$ cat src/rtl/pac_pkg.sv
// Shared encodings for the Pac-Man movement controller: directions,
// input-device key codes and the move FSM states.
package pac_pkg;

  typedef enum logic [1:0] {
    DIR_R = 2'd0,
    DIR_L = 2'd1,
    DIR_U = 2'd2,
    DIR_D = 2'd3
  } dir_t;

  typedef enum logic [1:0] {
    IDLE,
    REQ_PEND,
    REQ_CUR,
    WAIT_ACK
  } state_t;

  localparam logic [4:0] KP_UP    = 5'h01;
  localparam logic [4:0] KP_LEFT  = 5'h04;
  localparam logic [4:0] KP_DOWN  = 5'h05;
  localparam logic [4:0] KP_RIGHT = 5'h06;

  localparam logic [7:0] KB_UP_A    = 8'h1D;
  localparam logic [7:0] KB_UP_B    = 8'h75;
  localparam logic [7:0] KB_LEFT_A  = 8'h1C;
  localparam logic [7:0] KB_LEFT_B  = 8'h6B;
  localparam logic [7:0] KB_DOWN_A  = 8'h1B;
  localparam logic [7:0] KB_DOWN_B  = 8'h72;
  localparam logic [7:0] KB_RIGHT_A = 8'h23;
  localparam logic [7:0] KB_RIGHT_B = 8'h74;

  typedef struct packed {
    logic valid;
    dir_t dir;
  } dir_evt_t;

  function automatic dir_evt_t map_keypad(input logic [4:0] code);
    dir_evt_t e;
    e = '{valid: 1'b1, dir: DIR_R};
    case (code)
      KP_UP:    e.dir = DIR_U;
      KP_LEFT:  e.dir = DIR_L;
      KP_DOWN:  e.dir = DIR_D;
      KP_RIGHT: e.dir = DIR_R;
      default:  e.valid = 1'b0;
    endcase
    return e;
  endfunction

  function automatic dir_evt_t map_ps2(input logic [7:0] code);
    dir_evt_t e;
    e = '{valid: 1'b1, dir: DIR_R};
    case (code)
      KB_UP_A, KB_UP_B:       e.dir = DIR_U;
      KB_LEFT_A, KB_LEFT_B:   e.dir = DIR_L;
      KB_DOWN_A, KB_DOWN_B:   e.dir = DIR_D;
      KB_RIGHT_A, KB_RIGHT_B: e.dir = DIR_R;
      default:                e.valid = 1'b0;
    endcase
    return e;
  endfunction

endpackage

$ cat src/rtl/pac_tick_gen.sv
// Free-running move-tick generator: registered one-cycle pulse every
// TICK_CYCLES clocks; usable for any sprite that moves on a fixed cadence.
module pac_tick_gen #(
  parameter int TICK_CYCLES = 500000
) (
  input  logic clk,
  input  logic clrn,
  output logic tick
);

  localparam int CW = (TICK_CYCLES > 2) ? $clog2(TICK_CYCLES) : 1;
  localparam logic [CW-1:0] LAST = CW'(TICK_CYCLES - 1);

  logic [CW-1:0] cnt;

  // NOTE: sequential state uses non-blocking assignments so every register
  // samples pre-edge values regardless of statement order.
  always_ff @(posedge clk) begin
    if (!clrn) begin
      cnt  <= '0;
      tick <= 1'b0;
    end else if (cnt == LAST) begin
      cnt  <= '0;
      tick <= 1'b1;
    end else begin
      cnt  <= cnt + 1'b1;
      tick <= 1'b0;
    end
  end

endmodule

$ cat src/rtl/pac_move_ctrl.sv
// Pac-Man position controller: merges keypad/PS/2 turns into one pending
// turn and commits a move per tick after a wall-lookup handshake.
module pac_move_ctrl
  import pac_pkg::*;
#(
  parameter int X_INIT      = 30,
  parameter int Y_INIT      = 146,
  parameter int X_MIN       = 0,
  parameter int X_MAX       = 639,
  parameter int Y_MIN       = 0,
  parameter int Y_MAX       = 479,
  parameter int STEP        = 1,
  parameter int TICK_CYCLES = 500000
) (
  input  logic       clk,
  input  logic       clrn,
  input  logic       key_valid,
  input  logic [4:0] key_code,
  input  logic       kb_valid,
  input  logic [7:0] kb_code,
  output logic       wall_req,
  output logic [9:0] wall_x,
  output logic [8:0] wall_y,
  input  logic       wall_ack,
  input  logic       wall_hit,
  output logic [9:0] x,
  output logic [8:0] y,
  output logic [1:0] dir,
  output logic       moving
);

  state_t state, state_next;
  logic   tick;
  logic   key_q, kb_q;
  logic   pend_valid, try_pend, oor_q;
  dir_t   pend_dir, try_dir, dir_q, cur_try;
  dir_evt_t key_evt, kb_evt;
  logic   key_ev, kb_ev, oor, resolve, hit;
  logic signed [10:0] tx;
  logic signed [9:0]  ty;

  pac_tick_gen #(.TICK_CYCLES(TICK_CYCLES)) u_tick (
    .clk  (clk),
    .clrn (clrn),
    .tick (tick)
  );

  assign key_evt = map_keypad(key_code);
  assign kb_evt  = map_ps2(kb_code);
  assign key_ev  = key_valid & ~key_q & key_evt.valid;
  assign kb_ev   = kb_valid & ~kb_q & kb_evt.valid;
  // An out-of-range target never issues a request and resolves as a hit.
  assign resolve = oor_q | wall_ack;
  assign hit     = oor_q | wall_hit;
  assign dir     = dir_q;

  always_comb begin
    cur_try = (state == REQ_PEND) ? pend_dir : dir_q;
    tx = signed'({1'b0, x});
    ty = signed'({1'b0, y});
    case (cur_try)
      DIR_R: tx = tx + 11'(STEP);
      DIR_L: tx = tx - 11'(STEP);
      DIR_U: ty = ty - 10'(STEP);
      DIR_D: ty = ty + 10'(STEP);
    endcase
    oor = (tx < 11'(X_MIN)) || (tx > 11'(X_MAX)) ||
          (ty < 10'(Y_MIN)) || (ty > 10'(Y_MAX));
  end

  always_ff @(posedge clk) begin
    if (!clrn) state <= IDLE;
    else       state <= state_next;
  end

  // NOTE: every always_comb output gets a default first so no path leaves it
  // unassigned, which would otherwise infer a latch.
  always_comb begin
    state_next = state;
    case (state)
      IDLE:              if (tick) state_next = pend_valid ? REQ_PEND : REQ_CUR;
      REQ_PEND, REQ_CUR: state_next = WAIT_ACK;
      WAIT_ACK:          if (resolve) state_next = (hit && try_pend) ? REQ_CUR : IDLE;
      default:           state_next = IDLE;
    endcase
  end

  always_ff @(posedge clk) begin
    if (!clrn) begin
      key_q      <= 1'b0;
      kb_q       <= 1'b0;
      pend_valid <= 1'b0;
      pend_dir   <= DIR_R;
      try_dir    <= DIR_R;
      try_pend   <= 1'b0;
      oor_q      <= 1'b0;
      wall_req   <= 1'b0;
      wall_x     <= '0;
      wall_y     <= '0;
      x          <= 10'(X_INIT);
      y          <= 9'(Y_INIT);
      dir_q      <= DIR_R;
      moving     <= 1'b0;
    end else begin
      key_q <= key_valid;
      kb_q  <= kb_valid;
      case (state)
        REQ_PEND, REQ_CUR: begin
          try_dir  <= cur_try;
          try_pend <= (state == REQ_PEND);
          wall_x   <= tx[9:0];
          wall_y   <= ty[8:0];
          wall_req <= ~oor;
          oor_q    <= oor;
        end
        WAIT_ACK: if (resolve) begin
          wall_req <= 1'b0;
          oor_q    <= 1'b0;
          if (!hit) begin
            x      <= wall_x;
            y      <= wall_y;
            dir_q  <= try_dir;
            moving <= 1'b1;
            if (try_pend) pend_valid <= 1'b0;
          end else if (!try_pend) begin
            moving <= 1'b0;
          end
        end
        default: ;
      endcase
      // A fresh event lands after the clear so it is never lost.
      if (key_ev) begin
        pend_valid <= 1'b1;
        pend_dir   <= key_evt.dir;
      end else if (kb_ev) begin
        pend_valid <= 1'b1;
        pend_dir   <= kb_evt.dir;
      end
    end
  end

endmodule

$ cat config.mk
export PLATFORM = sky130hd
export DESIGN_NAME = pac_move_ctrl
export DESIGN_NICKNAME = d
export VERILOG_FILES = /design/src/rtl/pac_pkg.sv /design/src/rtl/pac_tick_gen.sv /design/src/rtl/pac_move_ctrl.sv
export SDC_FILE = /design/constraint.sdc
export NUM_CORES = 1
export LEC_CHECK = 0
export CAP_MARGIN = 30
export CELL_PAD_IN_SITES_DETAIL_PLACEMENT = 1
export CELL_PAD_IN_SITES_GLOBAL_PLACEMENT = 1
export CORE_ASPECT_RATIO = 0.75
export CORE_MARGIN = 2
export CORE_UTILIZATION = 40
export CTS_CLUSTER_SIZE = 20
export DETAILED_ROUTE_END_ITERATION = 7
export PLACE_DENSITY_LB_ADDON = 0.1
export SETUP_SLACK_MARGIN = 0.15
export SYNTH_ARGS = -nofsm -noshare
export SYNTH_HDL_FRONTEND = slang
export SYNTH_SLANG_ARGS = --single-unit
$ cat constraint.sdc
create_clock -name clk -period 4.35 [get_ports clk]
set_input_delay 0.6525 -clock clk [delete_from_list [all_inputs] [get_ports clk]]
set_output_delay 0.6525 -clock clk [all_outputs]
set_load 0.1 [all_outputs]
After elaboration in Yosys (flattened, before gate mapping)
Cells that the tools add are included.
- flip-flop bits (word level): 73
- bits of input ports: 19
- output and inout port bits: 42
- word-level logic and storage cells: 109
- add/sub/neg operators: 5
- magnitude comparators: 4
- equality and inequality tests: 23
- muxes and demuxes: 26
- bitwise operators: 11
- reduce and logical (&&, ||, !) cells: 23
- operator list (cell ; number):
    $eq 8x7->1 const B ; 4
    $eq 8x5->1 const B ; 3
    $pmux 11 s2 ; 1
    $pmux 10 s2 ; 1
    $add 19x1->19 const B ; 1
    $eq 19x19->1 const B ; 1
    $pmux 2 s3 ; 3
    $eq 5x3->1 const B ; 3
    $mux 2 ; 7
    $mux 1 ; 12
    $add 10x1->11 const B ; 1
    $gt 11x11->1 const B ; 1
    $lt 11x1->1 const B ; 1
    $sub 10x1->11 const B ; 1
    $add 9x1->10 const B ; 1
    $gt 10x10->1 const B ; 1
    $lt 10x1->1 const B ; 1
    $reduce_or 2->1 ; 5
    $sub 9x1->10 const B ; 1
    $reduce_bool 3->1 ; 3
    $eq 2x2->1 const B ; 4
    $eq 8x6->1 const B ; 1
    $reduce_or 8->1 ; 1
    $reduce_and 3->1 ; 2
    other kinds (16) ; 32

Longest topological paths before layout
- word-level depth: 10
- mapped depth: 17

Cells and area by module
From an unflattened synthesis, not the netlist that was laid out.
- cells, all modules: 486
- area total of the unflattened synthesis: 4008.8 um2
- by module, submodules not included (module ; times used ; cells an instance ; area an instance (um2) ; sequential area each (um2)):
    pac_move_ctrl ; 1 ; 387 ; 3105.5 ; 1061.0
    pac_tick_gen ; 1 ; 99 ; 903.4 ; 400.4

Worst setup path after synthesis
No wires, ideal clock.
- kind: register -> register
- from: register dir_q[1], in the netlist dir[1]
- to: register wall_req
- setup time: 0.070 ns
- arrival time: 3.571 ns
- required time: 4.280 ns
- setup slack: 0.709 ns
- cell stages (with the launch flop): 14
- buffers on the path: 1
- clock period less this slack: 3.641 ns
- path through: dfxtp_1 > mux2i_1 > clkbuf_1 > nor2_1 > inv_1 > ha_1 > o21a_1 > o21ai_0 > a21oi_1 > or3_1 > a31oi_1 > a211oi_1 > a31o_2 > o21ai_1
- word-level cells in the longest chain between the ends: 9
- RTL lines (what ; line ; source):
    start, declared ; pac_move_ctrl.sv:36 ; dir_t pend_dir, try_dir, dir_q, cur_try;
    start signal, assigned ; pac_move_ctrl.sv:122 ; dir_q <= try_dir;
    $mux 2 * ; pac_move_ctrl.sv:58 ; cur_try = (state == REQ_PEND) ? pend_dir : dir_q;
    $eq 2x1->1 or $logic_not 2->1 (tied branches) ; pac_move_ctrl.sv:61 ; case (cur_try)
    $pmux 11 s2 ; pac_move_ctrl.sv:61 ;
    $lt 11x1->1 or $gt 11x11->1 (tied branches) ; pac_move_ctrl.sv:67 ; oor = (tx < 11'(X_MIN)) || (tx > 11'(X_MAX)) ||
    $logic_or 1x1->1 (2 in series) ; pac_move_ctrl.sv:67 ;
    $logic_or 1x1->1 * ; pac_move_ctrl.sv:68 ; (ty < 10'(Y_MIN)) || (ty > 10'(Y_MAX));
    $not 1->1 * ; pac_move_ctrl.sv:113 ; wall_req <= ~oor;
    $pmux 1 s2 * ; pac_move_ctrl.sv:107 ; case (state)
    end signal, assigned ; pac_move_ctrl.sv:113 ;
    end, declared ; pac_move_ctrl.sv:21 ; output logic wall_req,
Mark *: on every way between the ends. The rest lies on a longest branch, timed or not.
A chain may end at the register's enable or synchronous reset.

Final worst setup path
- from: register state[1]
- to: register wall_req
- word-level cells in the longest chain between the ends: 10
- RTL lines (what ; line ; source):
    start, declared ; pac_move_ctrl.sv:32 ; state_t state, state_next;
    start signal, assigned ; pac_move_ctrl.sv:73 ; else state <= state_next;
    $eq 2x1->1 ; pac_move_ctrl.sv:58, pac_move_ctrl.sv:107 ;
    $mux 2 ; pac_move_ctrl.sv:58 ;
    $eq 2x1->1 or $logic_not 2->1 (tied branches) ; pac_move_ctrl.sv:61 ;
    $pmux 11 s2 ; pac_move_ctrl.sv:61 ;
    $lt 11x1->1 or $gt 11x11->1 (tied branches) ; pac_move_ctrl.sv:67 ;
    $logic_or 1x1->1 (2 in series) ; pac_move_ctrl.sv:67 ;
    $logic_or 1x1->1 ; pac_move_ctrl.sv:68 ;
    $not 1->1 ; pac_move_ctrl.sv:113 ;
    $pmux 1 s2 ; pac_move_ctrl.sv:107 ;
Parallel ways exist; a longest one is shown, timed or not.

==> flow_metrics.py <==
metrics = {
    "detailed_routing": {
        "detail_route.drc_violations": 0,
        "wl_per_cell_um": 16.39,
        "detail-route-antenna-nets": 0,
        "vias": 3773,
        "drt-initial-drc-count": 137,
        "detail_route.wirelength_um": 11340,
        "via_per_inst": 5.452,
        "first_pass_iters": 4,
    },
    "clock_network": {
        "clock_transition_at_path_regs_ns": 0.06,
        "tritoncts.num_buffers": 9,
        "cts_hold_repair.buffers": 0,
        "root_buffer_cell": "sky130_fd_sc_hd__clkbuf_16",
        "clkSinkCount": 73,
        "clock_path_buffers": 2,
        "post_cts_buffers": 0,
        "cts-htree-levels": 3,
        "worstSkewPairLatency_ns": 0.34,
        "cts_resized": 0,
        "cts_tree": "yes",
    },
    "floorplan": {
        "starting_density_of_the_core": 0.4172,
        "dieArea_um2": 11070,
        "core-area_um2": 9813,
        "fp.dieW_um": 120.8,
        "placement_rows": 31,
        "die_height_um": 91.62,
        "floorplan.io_pins": 61,
    },
    "layout": {
        "finish.net_count": 589,
        "finalInstanceArea_um2": 5069,
        "filler_cell_count": 1191,
        "drive_gt1_frac": 0.06964,
        "insertedDiodeCount": 0,
        "syn2layout_area_growth_pct": 23.81,
    },
    "setup_path": {
        "timing.rr.start": "state[1]",
        "cp_data_required_time_ns": 4.62,
        "timing.critical_path.to_type": "flip-flop",
        "path_max_fanout": 8,
        "critical_path_start_type": "flip-flop",
        "r2r.worst_path.cells": 15,
        "critical_path_start_end_classification": "reg2reg",
        "crit-reg2reg-capture": "wall_req",
        "ff_to_ff_setup_slack_ns": 0.71,
        "cp_data_arrival_time_ns": 3.91,
    },
    "worst_hold_path": {
        "whs_endpoint": "x[8]",
        "whs_path_depth": 2,
        "worstHoldStart": "wall_x[8]",
        "min-delay-path-class": "reg2reg",
    },
    "global_route": {
        "sum_of_overflow_across_all_layers_after_global_routing": 0,
        "antenna_violations_before_repair": 0,
        "track_usage": 0.2158,
        "grt_max_degree": 46,
        "grt_first_pass_wirelength_um": 18950,
        "number_of_global_route_vias_before_repair": 3738,
    },
    "synth": {
        "synth.area.top_cells": "sky130_fd_sc_hd__dfxtp_1 36%, sky130_fd_sc_hd__nand2_1 6.6%, sky130_fd_sc_hd__nor2_1 5.5%",
        "synth_cells": 506,
        "ys.warnings.count": 0,
        "synthDominantAreaCellType": "sky130_fd_sc_hd__dfxtp_1",
        "syn_area_um2": 4094,
        "yosys.area.top_type_share": 0.3570,
        "ys.flop_type": "sky130_fd_sc_hd__dfxtp_1",
        "synth.lib_cells_used.distinct": 63,
        "synthMostInstantiatedCell": "sky130_fd_sc_hd__dfxtp_1",
        "number_of_enable_flip_flop_cells_after_synthesis": 0,
        "async_reset_ff_frac": 0,
        "synth-seq-cells": 73,
        "avg_inst_size_synth_um2": 8.091,
        "post_synthesis_net_count": 540,
        "share_of_synthesized_area_occupied_by_flip_flops_and_latches": 0.3570,
        "synth.cells.most_frequent": "73 x sky130_fd_sc_hd__dfxtp_1, 72 x sky130_fd_sc_hd__nand2_1, 60 x sky130_fd_sc_hd__nor2_1",
    },
    "power": {
        "power.leakage_nw": 1.815,
        "maximum_ir_drop_on_the_vdd_rail_mv": 0.2673,
        "power.density_nw_per_um2": 588.4,
    },
    "run": {
        "maxCapViolCount": 0,
    },
    "timing": {
        "max_freq_mhz": 274.4,
        "worst_slew_pin_slew_ns": 0.9922,
        "final_max_slew_violation_count": 0,
        "unrepaired_setup_endpoints_after_global_routing": "false",
        "setup_viol": 0,
        "layout_min_cycle_time_ns": 3.644,
        "final_hold_viol_count": 0,
        "total_neg_setup_slack_ns": 0,
        "finalCritPeriodShare": 0.8377,
        "slew-limit-headroom": 0.3365,
        "clock_skew_ns": 0.007625,
    },
    "outcome": {
        "outcome": "finished clean",
    },
    "placed_design": {
        "hpwlAfterDp_um": 8073,
        "gp_routability_congestion": 0.8612,
        "place.port_buffers": 60,
        "placedInstanceArea_um2": 4748,
    },
}
-- final cells by class --
type / count / area (µm²) / area share
Multi-Input combinational cell: 389 / 2397 / 0.4730
Sequential cell: 73 / 1461 / 0.2883
Timing Repair Buffer: 67 / 668.1 / 0.1318
Clock buffer: 10 / 229.0 / 0.04517
Tap cell: 132 / 165.2 / 0.03258
Clock inverter: 6 / 91.34 / 0.01802
Inverter: 15 / 56.30 / 0.01111
-- cell families (layout without fill, tap and decap cells) --
| kind of cell | Yosys count | in the layout | synth area share |
|---|---|---|---|
| simple gates | 228 | 228 | 0.2708 |
| compound gates | 101 | 101 | 0.1644 |
| flops | 73 | 73 | 0.3570 |
| buf+inv | 44 | 98 | 0.05837 |
| xor+xnor | 31 | 31 | 0.06632 |
| fa+ha+maj | 15 | 15 | 0.04768 |
| mux | 14 | 14 | 0.03545 |
-- power by group --
group | internal (mW) | leakage [nW] | switching (mW) | total (mW)
combinational | 0.367 | 1.06 | 0.939 | 1.31
sequential | 0.778 | 0.594 | 0.0902 | 0.869
clock | 0.505 | 0.157 | 0.302 | 0.807
-- through the flow --
stage / cells / setup WS, ns / hold WS [ns] / power (mW) / util
after global placement: 674 / 0.9478 / 0.4416 / 2.127 / 0.4808
final: 692 / 0.7060 / 0.4701 / 2.982 / 0.5165
after CTS: 692 / 0.7038 / 0.4658 / 2.999 / 0.5165
after detailed placement: 676 / 0.7207 / 0.4571 / 2.188 / 0.4839
after global routing: 692 / 0.3771 / 0.4909 / 3.117 / 0.5165
after floorplan: 506 / 0.7088 / 0.4299 / 1.898 / -
-- registers in the layout, summed over array words and instances (netlist names) --
name,flops
wall_y,9
x,10
oor_q,1
pend_valid,1
kb_q,1
key_q,1
state,2
y,9
wall_req,1
wall_x,10
moving,1
pend_dir,2
dir,2
try_pend,1
u_tick.cnt,19
try_dir,2
u_tick.tick,1
-- worst max-delay path: stages, from the launching register on --
cell and delay (ns):
sky130_fd_sc_hd__dfxtp_1 0.37, sky130_fd_sc_hd__inv_1 0.10, sky130_fd_sc_hd__ha_1 0.29, sky130_fd_sc_hd__nand2b_4 0.19, sky130_fd_sc_hd__and2_1 0.26, sky130_fd_sc_hd__nor2_1 0.24, sky130_fd_sc_hd__inv_1 0.22, sky130_fd_sc_hd__ha_1 0.37
sky130_fd_sc_hd__o21a_1 0.19, sky130_fd_sc_hd__o21ai_0 0.28, sky130_fd_sc_hd__a21oi_1 0.09, sky130_fd_sc_hd__or3_1 0.32, sky130_fd_sc_hd__a31oi_1 0.22, sky130_fd_sc_hd__a211oi_1 0.10, sky130_fd_sc_hd__a31o_2 0.22, sky130_fd_sc_hd__o21ai_1 0.11
-- cells in the final DEF (no fill, tap or decap), types with 3 or more instances in the layout --
master	n
sky130_fd_sc_hd__nor2b_1	7
sky130_fd_sc_hd__a211oi_1	15
sky130_fd_sc_hd__ha_1	14
sky130_fd_sc_hd__a311oi_1	5
sky130_fd_sc_hd__nor3b_1	3
sky130_fd_sc_hd__clkdlybuf4s50_1	60
sky130_fd_sc_hd__xor2_1	17
sky130_fd_sc_hd__nor4_1	8
sky130_fd_sc_hd__clkbuf_16	9
sky130_fd_sc_hd__nand3b_1	4
sky130_fd_sc_hd__and2_1	5
sky130_fd_sc_hd__o31ai_1	4
sky130_fd_sc_hd__nand3_1	26
sky130_fd_sc_hd__nand4_1	5
sky130_fd_sc_hd__and3_1	4
sky130_fd_sc_hd__a31oi_1	4
sky130_fd_sc_hd__nand2_1	72
sky130_fd_sc_hd__dfxtp_1	73
sky130_fd_sc_hd__or3_1	6
sky130_fd_sc_hd__inv_1	14
sky130_fd_sc_hd__o211ai_1	7
sky130_fd_sc_hd__buf_4	5
sky130_fd_sc_hd__xnor2_1	14
sky130_fd_sc_hd__nand2b_1	6
sky130_fd_sc_hd__a21oi_2	3
sky130_fd_sc_hd__o22ai_1	3
sky130_fd_sc_hd__o21ai_0	9
sky130_fd_sc_hd__mux2_2	4
sky130_fd_sc_hd__nor3_1	12
sky130_fd_sc_hd__a21oi_1	33
sky130_fd_sc_hd__nor2_1	60
sky130_fd_sc_hd__mux2i_1	9
-- layer usage --
| layer | vias up | share of wire | GRT usage |
|---|---|---|---|
| li1 | 1879 | - | - |
| met1 | 1831 | 0.51 | 0.2939 |
| met2 | 52 | 0.45 | 0.3470 |
| met3 | 11 | 0.029 | 0.04913 |
| met4 | 0 | 0.0088 | 0.05136 |
| met5 | - | 0 | 0 |
-- worst max-delay path by stage --
stage | from | endpoint | cells past startpoint | slack, ns
after floorplan | dir[1] | wall_req | 13 | 0.71
after global placement | state[1] | wall_req | 15 | 0.95
after detailed placement | state[1] | wall_req | 15 | 0.72
after CTS | state[1] | wall_req | 15 | 0.70
after global routing | state[1] | wall_req | 15 | 0.38
final | state[1] | wall_req | 15 | 0.71
Power figures use the tool's default switching activity.
